==> src/rtl/imm_gen_pipe.sv <==
// RISC-V immediate generator: decodes one instruction per cycle and registers the result
// behind a two-entry (output + skid) elastic buffer. Define IMM_ZICSR_EN to decode SYSTEM/CSR immediates.
// XLEN must be 32 or 64.
module imm_gen_pipe #(
  parameter int XLEN  = 32,
  parameter int TAG_W = 5
) (
  input  logic             clk,
  input  logic             rst_n,
  input  logic             in_valid,
  output logic             in_ready,
  input  logic [31:0]      in_instr,
  input  logic [TAG_W-1:0] in_tag,
  output logic             out_valid,
  input  logic             out_ready,
  output logic [XLEN-1:0]  out_imm,
  output logic [2:0]       out_fmt,
  output logic             out_illegal,
  output logic [TAG_W-1:0] out_tag
);

  localparam logic [6:0] OP_LOAD   = 7'b0000011;
  localparam logic [6:0] OP_IMM    = 7'b0010011;
  localparam logic [6:0] OP_JALR   = 7'b1100111;
  localparam logic [6:0] OP_STORE  = 7'b0100011;
  localparam logic [6:0] OP_BRANCH = 7'b1100011;
  localparam logic [6:0] OP_LUI    = 7'b0110111;
  localparam logic [6:0] OP_AUIPC  = 7'b0010111;
  localparam logic [6:0] OP_JAL    = 7'b1101111;
  localparam logic [6:0] OP_REG    = 7'b0110011;
  localparam logic [6:0] OP_IMM32  = 7'b0011011;
  localparam logic [6:0] OP_SYSTEM = 7'b1110011;

  localparam logic [2:0] FMT_NONE = 3'd0;
  localparam logic [2:0] FMT_I    = 3'd1;
  localparam logic [2:0] FMT_S    = 3'd2;
  localparam logic [2:0] FMT_B    = 3'd3;
  localparam logic [2:0] FMT_U    = 3'd4;
  localparam logic [2:0] FMT_J    = 3'd5;
  localparam logic [2:0] FMT_Z    = 3'd6;

  typedef enum logic [1:0] {EMPTY, ONE, TWO} state_t;

  state_t            state_reg, state_next;
  logic              in_ready_reg;
  logic              accept, out_xfer;
  logic              load_out, load_skid, move_skid;

  logic [XLEN-1:0]   dec_imm;
  logic [2:0]        dec_fmt;
  logic              dec_illegal;

  logic [XLEN-1:0]   out_imm_reg, skid_imm_reg;
  logic [2:0]        out_fmt_reg, skid_fmt_reg;
  logic              out_illegal_reg, skid_illegal_reg;
  logic [TAG_W-1:0]  out_tag_reg, skid_tag_reg;

  // Decode; the size casts of signed operands perform the sign extension to XLEN.
  always_comb begin
    dec_imm     = '0;
    dec_fmt     = FMT_NONE;
    dec_illegal = 1'b1;
    case (in_instr[6:0])
      OP_LOAD, OP_IMM, OP_JALR: begin
        dec_imm     = XLEN'($signed(in_instr[31:20]));
        dec_fmt     = FMT_I;
        dec_illegal = 1'b0;
      end
      OP_STORE: begin
        dec_imm     = XLEN'($signed({in_instr[31:25], in_instr[11:7]}));
        dec_fmt     = FMT_S;
        dec_illegal = 1'b0;
      end
      OP_BRANCH: begin
        dec_imm     = XLEN'($signed({in_instr[31], in_instr[7], in_instr[30:25],
                                     in_instr[11:8], 1'b0}));
        dec_fmt     = FMT_B;
        dec_illegal = 1'b0;
      end
      OP_LUI, OP_AUIPC: begin
        dec_imm     = XLEN'($signed({in_instr[31:12], 12'b0}));
        dec_fmt     = FMT_U;
        dec_illegal = 1'b0;
      end
      OP_JAL: begin
        dec_imm     = XLEN'($signed({in_instr[31], in_instr[19:12], in_instr[20],
                                     in_instr[30:21], 1'b0}));
        dec_fmt     = FMT_J;
        dec_illegal = 1'b0;
      end
      OP_REG: begin
        dec_illegal = 1'b0;
      end
      OP_IMM32: begin
        if (XLEN == 64) begin
          dec_imm     = XLEN'($signed(in_instr[31:20]));
          dec_fmt     = FMT_I;
          dec_illegal = 1'b0;
        end
      end
`ifdef IMM_ZICSR_EN
      OP_SYSTEM: begin
        if (in_instr[14:12] == 3'b100) begin
          dec_illegal = 1'b1;
        end else if (in_instr[14]) begin
          dec_imm     = XLEN'(in_instr[19:15]);
          dec_fmt     = FMT_Z;
          dec_illegal = 1'b0;
        end else if (in_instr[13:12] != 2'b00) begin
          dec_imm     = XLEN'(in_instr[31:20]);
          dec_fmt     = FMT_I;
          dec_illegal = 1'b0;
        end else begin
          dec_illegal = 1'b0;
        end
      end
`else
      OP_SYSTEM: begin
        dec_illegal = 1'b1;
      end
`endif
      default: begin
        dec_illegal = 1'b1;
      end
    endcase
  end

  assign accept   = in_valid && in_ready_reg;
  assign out_xfer = out_valid && out_ready;

  always_comb begin
    state_next = state_reg;
    load_out   = 1'b0;
    load_skid  = 1'b0;
    move_skid  = 1'b0;
    case (state_reg)
      EMPTY: begin
        if (accept) begin
          load_out   = 1'b1;
          state_next = ONE;
        end
      end
      ONE: begin
        if (accept && out_xfer) begin
          load_out = 1'b1;
        end else if (accept) begin
          load_skid  = 1'b1;
          state_next = TWO;
        end else if (out_xfer) begin
          state_next = EMPTY;
        end
      end
      TWO: begin
        if (out_xfer) begin
          move_skid  = 1'b1;
          state_next = ONE;
        end
      end
      default: begin
        state_next = EMPTY;
      end
    endcase
  end

  // in_ready looks one state ahead so it never depends combinationally on out_ready.
  always_ff @(posedge clk or negedge rst_n) begin
    if (!rst_n) begin
      state_reg    <= EMPTY;
      in_ready_reg <= 1'b0;
    end else begin
      state_reg    <= state_next;
      in_ready_reg <= (state_next != TWO);
    end
  end

  always_ff @(posedge clk or negedge rst_n) begin
    if (!rst_n) begin
      out_imm_reg     <= '0;
      out_fmt_reg     <= FMT_NONE;
      out_illegal_reg <= 1'b0;
      out_tag_reg     <= '0;
    end else if (load_out) begin
      out_imm_reg     <= dec_imm;
      out_fmt_reg     <= dec_fmt;
      out_illegal_reg <= dec_illegal;
      out_tag_reg     <= in_tag;
    end else if (move_skid) begin
      out_imm_reg     <= skid_imm_reg;
      out_fmt_reg     <= skid_fmt_reg;
      out_illegal_reg <= skid_illegal_reg;
      out_tag_reg     <= skid_tag_reg;
    end
  end

  always_ff @(posedge clk or negedge rst_n) begin
    if (!rst_n) begin
      skid_imm_reg     <= '0;
      skid_fmt_reg     <= FMT_NONE;
      skid_illegal_reg <= 1'b0;
      skid_tag_reg     <= '0;
    end else if (load_skid) begin
      skid_imm_reg     <= dec_imm;
      skid_fmt_reg     <= dec_fmt;
      skid_illegal_reg <= dec_illegal;
      skid_tag_reg     <= in_tag;
    end
  end

  assign in_ready    = in_ready_reg;
  assign out_valid   = (state_reg != EMPTY);
  assign out_imm     = out_imm_reg;
  assign out_fmt     = out_fmt_reg;
  assign out_illegal = out_illegal_reg;
  assign out_tag     = out_tag_reg;

endmodule

==> config.mk <==
export PLATFORM = sky130hd
export DESIGN_NAME = imm_gen_pipe
export DESIGN_NICKNAME = d
export VERILOG_FILES = /design/src/rtl/imm_gen_pipe.sv
export SDC_FILE = /design/constraint.sdc
export NUM_CORES = 1
export LEC_CHECK = 0
export CORE_ASPECT_RATIO = 1.2
export CORE_MARGIN = 2
export CORE_UTILIZATION = 45
export DETAILED_ROUTE_END_ITERATION = 8
export GPL_TIMING_DRIVEN = 0
export PLACE_DENSITY = 0.72
export SKIP_CTS_REPAIR_TIMING = 1
export SYNTH_ARGS = -nofsm -noshare
export SYNTH_HDL_FRONTEND = slang
export SYNTH_SLANG_ARGS = --single-unit
==> constraint.sdc <==
create_clock -name clk -period 3.55 [get_ports clk]
set_input_delay 1.065 -clock clk [delete_from_list [all_inputs] [get_ports clk]]
set_output_delay 1.065 -clock clk [all_outputs]
set_load 0.02 [all_outputs]
==> results.ini, run 1 <==
[drt]
highest_layer = met4
drc = 0
met3_length_um = 552
viasPerCell = 5.60
wire_per_inst_um = 17.0
wl_met2_mm = 5.06
met1_length_mm = 4.50
finalWirelength_mm = 10.3
detail-route-antenna-nets = 0
initialDrtViolationCount = 195
num_vias = 3402
drt_pre_antenna_iters = 5

[logic_synthesis]
ys_ff_latch = 85
syn_nets = 434
yosys_warnings = 0
syn_area_per_cell_um2 = 9.87
synthDistinctLibCells = 47
synth_edf_count = 0
syn_area_mm2 = 0.00388
synth_seq_area_share = 0.548
synthFlopType = dfrtp_1
synth_cells = 393
async_reset_ff_frac = 1.00

[layout]
nNetsFinal = 528
antennaDiodeCount = 0
drive_gt1_frac = 0.0835
area_growth_pct = 29.8
final_cells = 608

[sta]
worst_slack_ps = 754
rsz0062_at_grt = no
hold_viol = 0
finalCritPeriodShare = 0.787
drv_slew = 0
fmax_ghz = 0.358
final.setup_skew_ps = 6.63
max_slew_margin = 0.578
finalSetupViolCount = 0
fin_crit_ps = 2800
worstMarginPinSlew_ps = 633

[power_and_ir_drop]
clkPwrFrac = 0.217
comb_power_share = 0.316
swShare = 0.342
leakagePower_nw = 2.23
vdd_drop_max_mv = 0.273
power.internal_mw = 1.85
p_sw_mw = 0.960
cellPowerDensity_mw_per_mm2 = 557
seqPwrFrac = 0.467

[setup_path]
crit_cells = 5
slowest_delay_ps = 550
worstPathMaxFanout = 10
crit_chain = clkdlybuf4s50_1 > nand2b_1 > nor3_1 > clkbuf_1 > a31oi_1
crit_path_end = skid_illegal_reg
slowest_stage = clkbuf_1
cp_num_buf_inv = 2
cp_top_family = buffers and inverters
critical_path_arrival_ps = 3010
critPathRequiredTime_ps = 3760
crit_path_end_kind = flop
cp-startpoint = out_ready
r2r_start = state_reg[0]
path_class = input port to flop
rrSetupSlack_ps = 1650
start_kind = input port
worstRegToRegCells = 4
timing.rr.end = skid_illegal_reg

[placement]
io_buffers = 82
dp_slack_ps = 399
placed_cells = 593
hpwl_mm = 7.51
gp_congestion = 0.881

[die]
core_area_mm2 = 0.00847
dieWidth_um = 88.8
initial_core_util = 0.458
rows = 37
io-pin-count = 84
die-area_mm2 = 0.00938
die_height_um = 106

[clocking]
path_clk_slew_ps = 80
clock_sinks = 85
cts_root_buffer = clkbuf_8
cts_buffers = 9
htree_levels = 3
clockBufferDepth = 2
cts_tree = yes
clk_latency_ps = 360

[grt]
grt_pass1_vias = 3401
grt_first_pass_wirelength_mm = 17.1
antenna_found_initial = 0
grt_overflow_total = 0
grt_max_degree = 47
grt_usage = 0.235

[outcome]
status = finished clean

[worst_hold_path]
hold_class = flop to flop

[job]
maxCapViolCount = 0

worst register-to-register path: cells and delay by family, from the launching register on:
family	cells	cell delay, ps
and+or+nand+nor	2	590
AOI/OAI and AO/OA	1	170
buffers and inverters	1	550
DFF	1	440
cells by family (layout without fill, tap and decap cells):
logic type,Yosys count,in the layout,share of synthesized area
AOI/OAI and AO/OA,107,107,0.197
DFF,85,85,0.548
and+or+nand+nor,160,160,0.201
muxes,4,4,0.0113
buffers and inverters,37,135,0.0419
final cells by class:
type,count,area (um^2)
fillers,756,3440
flip-flops and latches,85,2130
repair buffers,83,846
inverters,9,33.8
clock buffers,10,138
multi-input cells,271,1590
plain buffers,28,129
well taps,117,146
clock inverters,5,27.5
how the worst min path moves through the flow:
stage                           end            start  slack, ps  cells after the start
floorplan           skid_tag_reg[0]  skid_tag_reg[0]        450                      2
global placement    skid_tag_reg[0]  skid_tag_reg[0]        460                      2
detailed placement  skid_tag_reg[2]  skid_tag_reg[2]        460                      2
CTS                 skid_tag_reg[2]  skid_tag_reg[2]        480                      2
global route        skid_imm_reg[4]  skid_imm_reg[4]        510                      2
finish              skid_tag_reg[2]  skid_tag_reg[2]        480                      2
power by group through the flow:
stage / clock, mW / sequential, mW / combinational [mW]
floorplan: 0 / 1.42 / 0.388
global route: 0.656 / 1.34 / 0.967
global placement: 0 / 1.32 / 0.871
CTS: 0.618 / 1.31 / 0.894
finish: 0.610 / 1.31 / 0.886
detailed placement: 0 / 1.33 / 0.891
per-stage QoR:
step                      TNS, ps  power [mW]   util  area [um^2]  hold slack, ps
after global placement    -139250        2.19  0.572         4850             458
after detailed placement        0        2.22  0.575         4870             463
after global routing            0        2.97  0.594         5040             510
final                           0        2.81  0.594         5040             483
after CTS                       0        2.82  0.594         5040             484
after floorplan                 0        1.81      -         3880             446
routing by layer:
metal | GRT usage | up-vias
li1 | - | 1601
met1 | 0.321 | 1670
met2 | 0.366 | 111
met3 | 0.0470 | 20
met4 | 0.0887 | 0
met5 | 0 | -
cell usage after synthesis (2+ instances only):
cell       count  share of area
a21o_1         5         0.0097
a21oi_1       15          0.019
a21oi_2        2         0.0045
a221o_1        9          0.023
a22o_1         8          0.018
a22oi_1       26          0.050
a2bb2oi_1      4         0.0090
a31oi_1       10          0.016
and2_1         2         0.0032
and3b_1        4         0.0090
buf_2         10          0.013
clkbuf_1      16          0.015
dfrtp_1       85           0.55
inv_1          9         0.0087
mux2_2         2         0.0058
nand2_1       74          0.072
nand2b_1       4         0.0065
nand3_1       31          0.040
nand3b_1       2         0.0039
nand4b_1       2         0.0045
nor2_1        20          0.019
nor2b_1        5         0.0081
nor3_1         2         0.0026
nor3b_1        2         0.0039
o211ai_1       8          0.015
o21ai_0       12          0.015
o22ai_1        3         0.0048
or2_2          2         0.0032
cells in the final DEF (no fill, tap or decap), drive strengths merged:
cell           synthesis  final
dfrtp                 85     85
clkdlybuf4s50          0     81
nand2                 76     76
nand3                 32     32
a22oi                 26     26
clkbuf                16     26
nor2                  20     20
a21oi                 17     17
buf                   12     14
o21ai                 13     13
a31oi                 10     10
inv                    9      9
a221o                  9      9
a22o                   8      8
o211ai                 8      8
nor2b                  5      5
a21o                   5      5
and3b                  5      5
nand2b                 4      4
a2bb2oi                4      4
clkinv                 0      4
o22ai                  4      4
and2                   3      3
mux2                   3      3
or2                    2      2
nand4b                 2      2
nor3                   2      2
nor3b                  2      2
nand3b                 2      2
mux2i                  1      1
nand4bb                1      1
nand4                  1      1
nor4                   1      1
o21a                   1      1
o2bb2ai                1      1
o32ai                  1      1
and4                   1      1
or4                    1      1
clkinvlp               0      1
Note: power is estimated with default switching activity, not from simulation.
==> run 2: changes to the inputs <==
==> constraint.sdc (replaced) <==
create_clock -name clk -period 2.6 [get_ports clk]
set_input_delay 0.78 -clock clk [delete_from_list [all_inputs] [get_ports clk]]
set_output_delay 0.78 -clock clk [all_outputs]
set_load 0.02 [all_outputs]
==> results.ini, run 2 (synthesis gave the netlist of run 1 again) <==
[setup_path]
cp-startpoint = state_reg[1]
path_class = flop to output port
rrSetupSlack_ps = 750
start_kind = flop
critical_path_arrival_ps = 1700
crit_path_end_kind = output port
r2r_start = state_reg[1]
worstPathMaxFanout = 10
critPathRequiredTime_ps = 1820

[clocking]
cts_root_buffer = clkbuf_8
htree_levels = 3
cts_tree = yes
path_clk_slew_ps = 80
clk_latency_ps = 360
clock_sinks = 85
clockBufferDepth = 2
cts_buffers = 9

[layout]
area_growth_pct = 29.9
drive_gt1_frac = 0.0855
final_common_cell = dfrtp_1
antennaDiodeCount = 0
final_cells = 608
post-route-util = 0.595
nNetsFinal = 528
layout_common_cells = dfrtp_1 (85), clkdlybuf4s50_1 (81), nand2_1 (74)

[grt]
grt_pass1_vias = 3401
antenna_found_initial = 0
grt_usage = 0.235
grt_max_degree = 47
grt_first_pass_wirelength_mm = 17.1
grt_overflow_total = 0

[power_and_ir_drop]
leakagePower_nw = 2.24
vdd_drop_max_mv = 0.372
cellPowerDensity_mw_per_mm2 = 760

[sta]
fmax_ghz = 0.403
drv_slew = 0
rsz0062_at_grt = no
max_slew_margin = 0.615
final.setup_skew_ps = 4.34
finalSetupViolCount = 0
worstMarginPinSlew_ps = 575
fin_crit_ps = 2480
hold_viol = 0
finalCritPeriodShare = 0.955
setup_tns_ps = 0
worst_slack_ps = 117

[die]
core_area_mm2 = 0.00847
io-pin-count = 84
dieWidth_um = 88.8
rows = 37
die_height_um = 106
initial_core_util = 0.458
die-area_mm2 = 0.00938

[placement]
gp_congestion = 0.881
placed_cells = 593
hpwl_mm = 7.51
dp_slack_ps = -266
io_buffers = 82

[drt]
drt_pre_antenna_iters = 4
highest_layer = met4
met1_length_mm = 4.45
wl_met2_mm = 5.15
viasPerCell = 5.54
finalWirelength_mm = 10.3
num_vias = 3369
wire_per_inst_um = 17.0
initialDrtViolationCount = 197
detail-route-antenna-nets = 0
met3_length_um = 579
drc = 0

[job]
maxCapViolCount = 0

[worst_hold_path]
hold_class = input port to async pin

[outcome]
status = finished clean

-- run 2: cell types whose count changed in the layout (fill, tap and decap cells not counted) --
cell,delta
clkbuf_1,-1
clkbuf_2,+1
-- run 2: report_power, final --
| group | switching [mW] | internal, mW |
|---|---|---|
| Sequential | 0.171 | 1.62 |
| Combinational | 0.668 | 0.541 |
| Clock | 0.469 | 0.361 |
| Total | 1.31 | 2.52 |
-- run 2: layout make-up --
cell class                      count  area, um^2
Fill cell                         757        3430
Sequential cell                    85        2130
Multi-Input combinational cell    271        1590
Timing Repair Buffer               83         846
Tap cell                          117         146
Clock buffer                       10         138
Buffer                             28         130
Inverter                            9        33.8
Clock inverter                      5        27.5
-- run 2: metal layers --
metal	vias up	global-route usage
met5	-	0
li1	1598	-
met1	1647	0.321
met3	15	0.0470
met4	0	0.0887
met2	109	0.366
-- run 2: worst paths after layout --
path,endpoint,depth (start not counted)
max,out_valid,3
min,out_tag[4],1
max reg2reg,out_imm[30],7
min reg2reg,skid_tag_reg[0],2
max in group asynchronous,out_imm[11],2
min in group clk,skid_tag_reg[0],2
-- run 2: stage by stage --
| stage | power [mW] | area [um^2] | hold WS [ps] |
|---|---|---|---|
| finish | 3.83 | 5040 | 391 |
| global placement | 2.99 | 4850 | 458 |
| global route | 4.05 | 5040 | 428 |
| floorplan | 2.47 | 3880 | 446 |
| CTS | 3.85 | 5040 | 409 |
| detailed placement | 3.03 | 4870 | 463 |
-- run 2: worst max-delay path, stage by stage (launching register included) --
cell and delay [ps]:
dfrtp_1 380, buf_6 130, or2_2 300, clkdlybuf4s50_1 540
